--- config.mk ---
export PLATFORM = sky130hd
export DESIGN_NAME = led_blinker_bank
export DESIGN_NICKNAME = d
export VERILOG_FILES = /design/src/rtl/led_blinker_bank.sv
export SDC_FILE = /design/constraint.sdc
export NUM_CORES = 1
export LEC_CHECK = 0
export CORE_MARGIN = 1.5
export CORE_UTILIZATION = 58
export DETAILED_ROUTE_END_ITERATION = 7
export PLACE_DENSITY_LB_ADDON = 0.3
export RECOVER_POWER = 50
export SLEW_MARGIN = 20
export SYNTH_ARGS = -nofsm -noshare
export SYNTH_HDL_FRONTEND = slang
export SYNTH_SLANG_ARGS = --single-unit
export TNS_END_PERCENT = 30
--- constraint.sdc ---
create_clock -name sys_clk -period 12.47 [get_ports sys_clk]
set_clock_uncertainty 0.1 [all_clocks]
set_input_delay 3.741 -clock sys_clk [delete_from_list [all_inputs] [get_ports sys_clk]]
set_output_delay 3.741 -clock sys_clk [all_outputs]
set_load 0.01 [all_outputs]
--- src/rtl/led_blinker_bank.sv ---
// Multi-channel LED sequencer: a shared prescaler tick drives per-channel
// off/on/blink/one-shot engines configured through a simple write port.
module led_blinker_bank #(
   parameter int unsigned NUM_CH      = 8,
   parameter int unsigned PRESCALE    = 100000,
   parameter int unsigned PER_W       = 16,
   parameter int unsigned DEFAULT_PER = 500,
   localparam int unsigned CH_W       = (NUM_CH > 1) ? $clog2(NUM_CH) : 1
) (
   input  logic              sys_clk,
   input  logic              sys_rst,
   input  logic              en,
   input  logic              cfg_we,
   input  logic [CH_W-1:0]   cfg_ch,
   input  logic [1:0]        cfg_mode,
   input  logic [PER_W-1:0]  cfg_period,
   output logic              tick,
   output logic [NUM_CH-1:0] led
);

   localparam logic [1:0] MODE_OFF     = 2'd0;
   localparam logic [1:0] MODE_ON      = 2'd1;
   localparam logic [1:0] MODE_BLINK   = 2'd2;
   localparam logic [1:0] MODE_ONESHOT = 2'd3;

   localparam int unsigned    PRE_W    = (PRESCALE > 1) ? $clog2(PRESCALE) : 1;
   localparam logic [PRE_W-1:0] PRE_LAST = PRE_W'(PRESCALE - 1);

   logic [PRE_W-1:0] pre_cnt;
   logic             pre_wrap;
   logic             adv;

   assign pre_wrap = (pre_cnt == PRE_LAST);
   // A tick that coincides with en=0 is dropped so that disabling freezes everything.
   assign adv      = tick & en;

   always_ff @(posedge sys_clk or posedge sys_rst) begin
      if (sys_rst) begin
         pre_cnt <= '0;
         tick    <= 1'b0;
      end else if (en) begin
         pre_cnt <= pre_wrap ? '0 : pre_cnt + 1'b1;
         tick    <= pre_wrap;
      end else begin
         tick    <= 1'b0;
      end
   end

   for (genvar i = 0; i < NUM_CH; i++) begin : g_ch
      logic [1:0]       mode_q, mode_d;
      logic [PER_W-1:0] per_q, per_d;
      logic [PER_W-1:0] cnt_q, cnt_d;
      logic [PER_W-1:0] last;
      logic             led_q, led_d;
      logic             wr_hit;

      // Out-of-range channel numbers never match any instance, so they are ignored.
      assign wr_hit = cfg_we && (cfg_ch == CH_W'(i));
      // Period 0 behaves as 1, so the terminal count is 0 in both cases.
      assign last   = (per_q == '0) ? '0 : per_q - 1'b1;

      always_comb begin
         mode_d = mode_q;
         per_d  = per_q;
         cnt_d  = cnt_q;
         led_d  = led_q;
         if (wr_hit) begin
            mode_d = cfg_mode;
            per_d  = cfg_period;
            cnt_d  = '0;
            led_d  = (cfg_mode == MODE_ON) || (cfg_mode == MODE_ONESHOT);
         end else if (adv) begin
            unique case (mode_q)
               MODE_OFF: begin
                  cnt_d = '0;
                  led_d = 1'b0;
               end
               MODE_ON: begin
                  cnt_d = '0;
                  led_d = 1'b1;
               end
               MODE_BLINK: begin
                  if (cnt_q == last) begin
                     cnt_d = '0;
                     led_d = ~led_q;
                  end else begin
                     cnt_d = cnt_q + 1'b1;
                  end
               end
               MODE_ONESHOT: begin
                  if (cnt_q == last) begin
                     cnt_d  = '0;
                     led_d  = 1'b0;
                     mode_d = MODE_OFF;
                  end else begin
                     cnt_d = cnt_q + 1'b1;
                  end
               end
               default: cnt_d = '0;
            endcase
         end
      end

      always_ff @(posedge sys_clk or posedge sys_rst) begin
         if (sys_rst) begin
            mode_q <= MODE_BLINK;
            per_q  <= PER_W'(DEFAULT_PER);
            cnt_q  <= '0;
            led_q  <= 1'b0;
         end else begin
            mode_q <= mode_d;
            per_q  <= per_d;
            cnt_q  <= cnt_d;
            led_q  <= led_d;
         end
      end

      assign led[i] = led_q;
   end

endmodule
==> results of run 1 <==
[per-stage QoR]
stage / worst slack [ns] / cells / power, mW
after floorplan: 0.489 / 2402 / 1.98
after global placement: 5.90 / 2762 / 2.19
after detailed placement: 5.81 / 2762 / 2.22
after CTS: 6.35 / 2828 / 3.29
after global routing: 3.18 / 2828 / 3.47
final: 4.21 / 2828 / 3.29
[sequential cells by signal (all words and copies together) (netlist names)]
register / flops
g_ch.cnt_q: 128
g_ch.per_q: 128
pre_cnt: 17
g_ch.mode_q: 16
g_ch.led_q: 8
tick: 1
[layout make-up]
class | count | area [µm²]
Tap cell | 448 | 561
Inverter | 78 | 294
Timing Repair Buffer | 49 | 429
Multi-Input combinational cell | 1889 | 11500
Clock buffer | 48 | 1030
Fill cell | 2872 | 12100
Sequential cell | 298 | 7530
Clock inverter | 18 | 190
[cells by family (layout without fill, tap and decap cells)]
group	Yosys count	count (layout)	synth area share, %
and+or+nand+nor	1184	1184	29.5
xor gates and xnor gates	174	174	7.80
buffers and inverters	215	193	4.37
adders and majority gates	41	41	2.58
AOI/OAI and AO/OA	431	431	14.8
muxes	59	59	3.19
DFF	298	298	37.8
[final timing paths]
path                                  start                end  slack (ns)
min reg2reg                g_ch[3].per_q[5]   g_ch[3].per_q[5]        0.39
max in group sys_clk                     en  g_ch[2].cnt_q[12]        5.37
max reg2reg                g_ch[6].per_q[6]      g_ch[6].led_q        7.91
max                                 sys_rst  g_ch[5].cnt_q[13]        4.21
min                        g_ch[3].per_q[5]   g_ch[3].per_q[5]        0.39
min in group asynchronous           sys_rst  g_ch[2].cnt_q[14]        5.42
[cell usage after synthesis, drive strengths merged, types with 10 or more instances]
cell type	instances
a21o	15
o22ai	21
nand4	58
nor2b	26
nor3b	21
nor4	61
or2	25
or3	21
mux2i	24
nor3	72
xor2	88
and3	49
a31oi	27
nand4b	14
nor2	205
clkbuf	104
dfrtp	242
buf	33
mux2	35
inv	78
o31ai	31
o21ai	115
nand2b	17
dfstp	56
nor4b	13
xnor2	84
nand2	443
nand3	94
a21oi	63
or4	28
ha	41
o211ai	10
[power by group]
group          internal (mW)  switching [mW]
logic                  0.375           0.482
registers               1.13           0.230
clock network          0.646           0.422
total                   2.15            1.13
[layer usage]
metal	up-vias	track usage, %	part of all wire, %
met1	8783	42.2	44
met2	615	48.9	46
met5	-	0	0
met4	0	11.7	3.6
li1	8507	-	-
met3	139	4.45	6.3
==> metrics.cfg, run 1 <==
[outcome]
outcome = finished, violations left
failed_checks = max-capacitance violations, max-slew violations

[sta]
finalCritPeriodShare_pct = 66.2
timing.setup.tns_ns = 0
grt_setup_unrepaired = no
slew_violations = 156
setup-violations-final = 0
fmax_mhz = 121
max_slew_margin_pct = -294
min_period_ns = 8.26
whs_ns = 0.393
finalHoldViolations = 0
worst_pin_slew_ns = 5.88

[cells_and_area]
final_util_pct = 64.1
antenna_cells = 0
drive_gt1_share_pct = 8.82
final_cell_mix = nand2_1 (442), dfrtp_1 (242), nor2_1 (203), o21ai_0 (103), nand3_1 (94)
syn_to_final_growth_pct = 8.23
final_common_cell = nand2_1
nets = 2418
finalInstanceArea_um2 = 21500

[synth]
avgSynthCellArea_um2 = 8.28
ys_seq_elements = 298
synth_flop_cell = dfrtp_1
synth_edf_count = 0
async_flop_share_pct = 100
synth_nets = 2468
netlist_area_um2 = 19900
yosys_warnings = 0
ys_types = 95
synth_top_area_share_pct = 30.4
yosys-top-cells-area = dfrtp_1 (30%), nand2_1 (8.3%), dfstp_2 (7.4%)
syn_inst = 2402
ys_seq_area_share_pct = 37.8
yosysTopAreaCell = dfrtp_1

[clock_network]
cts_tree = yes
cts_sinks = 298
cts-root-buf = clkbuf_16
cts.reportedPaths.clkPinSlew_ns = 0.06
clkLatencyLatePin_ns = 0.54
holdBufCountCts = 0
numCtsBuffers = 36
postCtsSetupBuffers = 0
cts_resized = 0
cts-htree-levels = 2
clk_path_buf_depth = 3

[global_routing]
grt_max_degree = 164
grt-ovfl-total = 0
antenna_found_initial = 0
grt_pass1_vias = 17300
grt_use_total_pct = 30.6
grt_pass1_wl_um = 89000

[pwr]
power_leakage_nw = 9.01
vdd_drop_max_mv = 0.131
power_density_nw_per_um2 = 153

[setup_path]
reg2regPathDepth = 9
crit_type = input pin to asynchronous set/reset pin
crit_arrival_ns = 7.71
cpPeakStageDelay_ns = 3.26
worstPathCellList = dlygate4sd3_1, clkinvlp_2
path_buf_inv = 2
critical_path_depth = 2
cpMaxStageDelayCell = clkinvlp_2
startpoint_type = input pin
end_kind = asynchronous set/reset pin
path_delay_family = buffers and inverters
cp_max_fo = 136
required_ns = 11.92

[hold_path]
hold_class = flip-flop to flip-flop
holdPathStages = 2

[run]
maxCapViolCount = 2

[detailed_routing]
drt_iter0_drc = 1555
wire_per_inst_um = 18.9
ant_nets = 0
drc = 0
drt-vias-per-instance = 6.38
dr.pass1.iters = 6
routed_wl_um = 53400
dr_total_vias = 18000

[placement]
place_area_um2 = 20400
portBuffers = 33
dp_hpwl_um = 37000
place_congestion = 0.948

[floorplanning]
start_util_pct = 59.2
die_h_um = 188
die_area_um2 = 35400
row_count = 67
io_pins = 34
dieWidth_um = 188
core_area_um2 = 33600

No activity file was read; power rests on OpenSTA's default activity.
==> inputs of run 2 (changes only) <==
CORE_UTILIZATION = 64   (was 58)
clock period = 8.61 ns   (was 12.47 ns; I/O delays follow)
==> run 2 against run 1 <==
The run now ends clean. Via count grew 0.83%. Design area shrank 0.35%. Clock power grew 44%. Register-to-register slack lost 3.8 ns. Sequential cell count is the same. Global-route usage grew 2.5 points. Non-clock buffer count grew 1. Hold slack lost 0.0062 ns. Combinational power grew 46%. Final cell count shrank 2.0%. Power grew 45%. Largest power group unchanged. Highest routed layer unchanged.
==> metrics.cfg, run 2 (same netlist as run 1, synthesis figures left out) <==
[global_routing]
antenna_found_initial = 0  ; unchanged
grt_max_degree = 155  ; was 164
grt_pass1_vias = 16700  ; was 17,300
grt_use_total_pct = 33.1  ; was 30.6%
grt-ovfl-total = 0  ; unchanged
grt_pass1_wl_um = 85200  ; was 89,000 µm

[clock_network]
clk_path_buf_depth = 3  ; unchanged
postCtsSetupBuffers = 0  ; unchanged
cts_resized = 0  ; unchanged
clkLatencyLatePin_ns = 0.52  ; was 0.54 ns
numCtsBuffers = 34  ; was 36
holdBufCountCts = 0  ; unchanged
cts_tree = yes  ; unchanged
cts-htree-levels = 2  ; unchanged
cts-root-buf = clkbuf_16  ; unchanged
cts_sinks = 298  ; unchanged
cts.reportedPaths.clkPinSlew_ns = 0.06  ; about the same

[detailed_routing]
top_layer_used = met4  ; unchanged
dr.pass1.iters = 6  ; unchanged
drt_iter0_drc = 1719  ; was 1,555
ant_nets = 0  ; unchanged
m1WireLength_um = 22700  ; was 23,600 µm
dr_total_vias = 18200  ; was 18,000
wl_met3_um = 3900  ; was 3380 µm
drt-vias-per-instance = 6.56  ; was 6.38
drc = 0  ; unchanged
routed_wl_um = 52800  ; was 53,400 µm
routed-wl-met2_um = 24700  ; was 24,500 µm
wire_per_inst_um = 19.1  ; was 18.9 µm

[hold_path]
holdPathStages = 2  ; unchanged
hold_class = flip-flop to flip-flop  ; unchanged
worstHoldEndpoint = g_ch[3].per_q[5]  ; unchanged
worstHoldStart = g_ch[3].per_q[5]  ; unchanged

[pwr]
power_switching_mw = 1.62  ; was 1.13 mW
p_clk_share_pct = 32.3  ; was 32.5%
vdd_drop_max_mv = 0.182  ; was 0.131 mV
p_int_mw = 3.14  ; was 2.15 mW
power_density_nw_per_um2 = 222  ; was 153 nW/µm²
pwr-share-seq_pct = 41.4  ; about the same
p_sw_share_pct = 34.0  ; was 34.5%
comb_power_share_pct = 26.2  ; was 26.1%
p_total_mw = 4.76  ; was 3.29 mW
power_leakage_nw = 9.00  ; was 9.01 nW

[sta]
finalCritPeriodShare_pct = 65.8
max_slew_margin_pct = 17.5  ; was -294%
worst_pin_slew_ns = 1.24  ; was 5.88 ns
setup-violations-final = 0  ; unchanged
grt_setup_unrepaired = no  ; unchanged
timing.setup.tns_ns = 0  ; unchanged
slew_violations = 0  ; was 156
setup_slack_ns = 2.95  ; was 4.21 ns
min_period_ns = 5.66
fmax_mhz = 177
finalHoldViolations = 0  ; unchanged

[setup_path]
startpoint_type = input pin  ; unchanged
path_delay_family = simple AND/OR/NAND/NOR gates  ; was buffers and inverters
r2r_slack_ns = 4.10  ; was 7.91 ns
end_kind = flip-flop  ; was asynchronous set/reset pin
reg2reg_to = g_ch[2].led_q  ; was g_ch[6].led_q
reg2regPathDepth = 11  ; was 9
crit_arrival_ns = 5.92  ; was 7.71 ns
crit_type = input pin to flip-flop  ; was input pin to asynchronous set/reset pin
required_ns = 8.87  ; was 11.92 ns
path_buf_inv = 2  ; unchanged
cp_common_cell = nor2_1
worstPathCellList = dlygate4sd3_1, nand2b_1, nor3_1, clkbuf_1, nor2_1, or3_1, nor2_1, nand4_1, xnor2_1, a21oi_1  ; was dlygate4sd3_1, clkinvlp_2
cpMaxStageDelayCell = clkbuf_1  ; was clkinvlp_2
cp_max_fo = 23  ; was 136
rr_startpoint = g_ch[2].per_q[0]  ; was g_ch[6].per_q[6]
startpoint = cfg_we  ; was sys_rst
cpPeakStageDelay_ns = 0.79  ; was 3.26 ns

[floorplanning]
io_pins = 34  ; unchanged
core_area_um2 = 30600  ; was 33,600 µm²
die_area_um2 = 32200  ; was 35,400 µm²
start_util_pct = 65.0  ; was 59.2%
row_count = 64  ; was 67
dieWidth_um = 179  ; was 188 µm
die_h_um = 179  ; was 188 µm

[cells_and_area]
nets = 2417  ; was 2,418
antenna_cells = 0  ; unchanged
top_regs = g_ch.cnt_q (128), g_ch.per_q (128), pre_cnt (17)  ; unchanged
drive_gt1_share_pct = 8.54  ; was 8.82%
finalInstanceArea_um2 = 21500  ; about the same
final_common_cell = nand2_1  ; unchanged
syn_to_final_growth_pct = 7.85  ; was 8.23%
final_cell_mix = nand2_1 (442), dfrtp_1 (242), nor2_1 (203), o21ai_0 (103), nand3_1 (94)  ; unchanged

[outcome]
outcome = complete, no violations  ; was finished, violations left

[run]
maxCapViolCount = 0  ; was 2

[placement]
place_congestion = 1.01  ; was 0.948
place_area_um2 = 20300  ; was 20,400 µm²
post-place-ws_ns = 3.03  ; was 5.81 ns
portBuffers = 33  ; unchanged
dp_hpwl_um = 36500  ; was 37,000 µm

run 2: changes by cell type in the layout (fill, tap and decap cells not counted), moves of 3 or more:
| cell | previous run | this run |
|---|---|---|
| dlygate4sd3_1 | 11 | 4 |
| buf_4 | 6 | 9 |
| clkinvlp_4 | 4 | 1 |
| clkbuf_1 | 14 | 17 |
| clkdlybuf4s50_1 | 22 | 29 |
| clkinv_2 | 7 | 3 |
| inv_6 | 3 | 0 |
run 2: stage by stage:
| step | hold WS [ns] | util, % | instances |
|---|---|---|---|
| final | 0.387 | 70.1 | 2772 |
| after global routing | 0.416 | 70.1 | 2772 |
| after CTS | 0.384 | 70.3 | 2772 |
| after detailed placement | 0.375 | 66.4 | 2711 |
| after global placement | 0.372 | 66.4 | 2711 |
| after floorplan | 0.352 | - | 2402 |
run 2: worst max path at each step:
stage	to	slack, ns	cells past startpoint
global placement	g_ch[2].cnt_q[12]	3.17	8
floorplan	g_ch[0].cnt_q[0]	2.01	1
CTS	g_ch[2].led_q	3.54	7
global route	g_ch[7].cnt_q[11]	2.64	9
detailed placement	g_ch[2].led_q	3.03	7
finish	g_ch[0].cnt_q[15]	2.95	10
run 2: cell type report:
class / count / area, µm²
clock buffer: 53 / 1050
clock inverter: 8 / 143
fill: 2472 / 9130
inverter: 78 / 294
multi-input combinational: 1889 / 11500
sequential: 298 / 7530
tap: 396 / 495
timing repair buffer: 50 / 444
run 2: tightest hold or removal path, stage by stage (launching register included):
cell and delay, ns:
dfstp_2 0.39, nand2_1 0.05, nand2_1 0.05
run 2: layer usage:
| metal | track usage [%] | vias up |
|---|---|---|
| met5 | 0 | - |
| met4 | 10.5 | 0 |
| met3 | 4.71 | 116 |
| met2 | 53.7 | 658 |
| met1 | 45.8 | 8918 |
| li1 | - | 8501 |
run 2: power by group through the flow:
| stage | clock network (mW) | logic [mW] | registers (mW) |
|---|---|---|---|
| global placement | 0 | 1.19 | 1.96 |
| global route | 1.61 | 1.39 | 2.01 |
| floorplan | 0 | 1.06 | 1.82 |
| CTS | 1.56 | 1.24 | 1.96 |
| finish | 1.54 | 1.25 | 1.97 |
| detailed placement | 0 | 1.22 | 1.98 |
==> inputs of run 3 (changes only) <==
clock period = 5.85 ns   (was 8.61 ns; I/O delays follow)
==> run 3 against run 2 <==
The run now ends with max-capacitance violations, max-slew violations left. Routed wire length increased by 1.0%. Design area decreased by 0.17%. Combinational power increased by 47%. Sequential cell count unchanged. Critical path type is now input pin to asynchronous set/reset pin. Largest cell class unchanged.
==> metrics.cfg, run 3 (same netlist as run 1, synthesis figures left out) <==
[global_routing]
use_met2_pct = 54.5  ; was 53.7%
antenna_found_initial = 1  ; was 0
met3_usage_pct = 4.75  ; was 4.71%
grt_pass1_wl_um = 87000  ; was 85,200 µm
grt-ovfl-total = 0  ; unchanged
grt_max_degree = 121  ; was 155
grt_pass1_vias = 17000  ; was 16,700
gr-usage-met1_pct = 46.1  ; was 45.8%
busiest_layer = met2  ; unchanged
grt_use_total_pct = 33.7  ; was 33.1%

[pwr]
p_int_mw = 4.48  ; was 3.14 mW
pwr-share-seq_pct = 42.2  ; was 41.4%
vdd_drop_max_mv = 0.259  ; was 0.182 mV
comb_power_share_pct = 26.8  ; was 26.2%
p_clk_share_pct = 30.9  ; was 32.3%
p_sw_share_pct = 34.7  ; was 34.0%
power_switching_mw = 2.38  ; was 1.62 mW
p_total_mw = 6.86  ; was 4.76 mW
power_density_nw_per_um2 = 320  ; was 222 nW/µm²
power_leakage_nw = 9.00  ; about the same

[sta]
slew_violations = 168  ; was 0
max_slew_margin_pct = -59.9  ; was 17.5%
grt_setup_unrepaired = no  ; unchanged
timing.setup.tns_ns = 0  ; unchanged
whs_ns = 0.390  ; was 0.387 ns
worst_pin_slew_ns = 2.40  ; was 1.24 ns
finalCritPeriodShare_pct = 78.7
setup-violations-final = 0  ; unchanged
fmax_mhz = 217
min_period_ns = 4.61
finalHoldViolations = 0  ; unchanged

[detailed_routing]
ant_nets = 0  ; unchanged
wire_per_inst_um = 19.2  ; was 19.1 µm
dr_total_vias = 18100  ; was 18,200
drc = 0  ; unchanged
dr.pass1.iters = 7  ; was 6
drt-vias-per-instance = 6.52  ; was 6.56
routed_wl_um = 53400  ; was 52,800 µm
drt_iter0_drc = 1477  ; was 1,719

[floorplanning]
dieWidth_um = 179  ; unchanged
die_h_um = 179  ; unchanged
core_area_um2 = 30600  ; unchanged
die_area_um2 = 32200  ; unchanged
row_count = 64  ; unchanged
start_util_pct = 65.0  ; unchanged
io_pins = 34  ; unchanged

[cells_and_area]
final_cell_mix = nand2_1 (442), dfrtp_1 (242), nor2_1 (203), o21ai_0 (103), nand3_1 (94)  ; unchanged
syn_to_final_growth_pct = 7.67  ; was 7.85%
final_common_cell = nand2_1  ; unchanged
nets = 2419  ; was 2,417
multiInputGateArea_um2 = 11500  ; about the same
top_regs = g_ch.cnt_q (128), g_ch.per_q (128), pre_cnt (17)  ; unchanged
seq_area_um2 = 7530  ; unchanged
finalInstanceArea_um2 = 21400  ; was 21,500 µm²
final_util_pct = 70.0  ; was 70.1%
drive_gt1_share_pct = 8.96  ; was 8.54%
antenna_cells = 0  ; unchanged
n_fill_cell = 2450  ; was 2,472

[setup_path]
cp_max_fo = 97  ; was 23
end_kind = asynchronous set/reset pin  ; was flip-flop
required_ns = 5.86  ; was 8.87 ns
crit_type = input pin to asynchronous set/reset pin  ; was input pin to flip-flop
crit_arrival_ns = 4.62  ; was 5.92 ns
startpoint_type = input pin  ; unchanged

[clock_network]
holdBufCountCts = 0  ; unchanged
cts-root-buf = clkbuf_16  ; unchanged
cts-htree-levels = 2  ; unchanged
cts_resized = 0  ; unchanged
cts_sinks = 298  ; unchanged
cts.reportedPaths.clkPinSlew_ns = 0.06  ; about the same
cts_tree = yes  ; unchanged
clk_path_buf_depth = 3  ; unchanged
numCtsBuffers = 34  ; unchanged
postCtsSetupBuffers = 0  ; unchanged
clkLatencyLatePin_ns = 0.51  ; was 0.52 ns

[outcome]
failed_checks = max-capacitance violations, max-slew violations
outcome = finished, violations left  ; was complete, no violations

[run]
maxCapViolCount = 2  ; was 0

[placement]
dp_hpwl_um = 37100  ; was 36,500 µm
place_congestion = 0.975  ; was 1.01
portBuffers = 33  ; unchanged
place_area_um2 = 20300  ; about the same

[hold_path]
hold_class = flip-flop to flip-flop  ; unchanged

[run 3: per-stage QoR]
step | std cells | setup WS (ns)
floorplan | 2402 | 0.0816
global placement | 2713 | 1.27
detailed placement | 2713 | 1.18
CTS | 2774 | 1.47
global route | 2774 | 0.557
finish | 2774 | 1.24
[run 3: area by class of cell]
cell class              instances  area share (%)
multi-input cells            1889            53.8
flip-flops and latches        298            35.1
clock buffers                  54            4.85
well taps                     396            2.31
repair buffers                 52            2.23
inverters                      78            1.37
clock inverters                 7           0.327
[run 3: final timing paths]
| kind | slack (ns) | cells past startpoint | endpoint | start |
|---|---|---|---|---|
| worst max-delay path | 1.24 | 3 | pre_cnt[13] | sys_rst |
| worst min-delay path | 0.39 | 2 | g_ch[0].per_q[5] | g_ch[0].per_q[5] |
| worst max register to register | 1.38 | 11 | g_ch[2].led_q | g_ch[2].per_q[0] |
| worst min register to register | 0.39 | 2 | g_ch[0].per_q[5] | g_ch[0].per_q[5] |
| max in group sys_clk | 1.38 | 11 | g_ch[2].led_q | g_ch[2].per_q[0] |
| min in group asynchronous | 1.67 | 2 | g_ch[7].cnt_q[2] | sys_rst |
[run 3: critical path, stage by stage]
cell and delay (ns):
dlygate4sd3_1 0.55, clkinvlp_2 0.44, clkbuf_2 1.74
[run 3: layer usage]
metal | routed length (µm) | vias up
met4 | 1900 | 0
met5 | 0 | -
met2 | 24700 | 717
met3 | 3850 | 128
li1 | - | 8488
met1 | 22900 | 8751
[run 3: power groups by stage]
| stage | sequential, mW | combinational, mW | clock [mW] |
|---|---|---|---|
| finish | 2.90 | 1.84 | 2.12 |
| global route | 2.96 | 2.05 | 2.23 |
| CTS | 2.88 | 1.82 | 2.15 |
| detailed placement | 2.91 | 1.81 | 0 |
| global placement | 2.89 | 1.76 | 0 |
| floorplan | 2.68 | 1.55 | 0 |
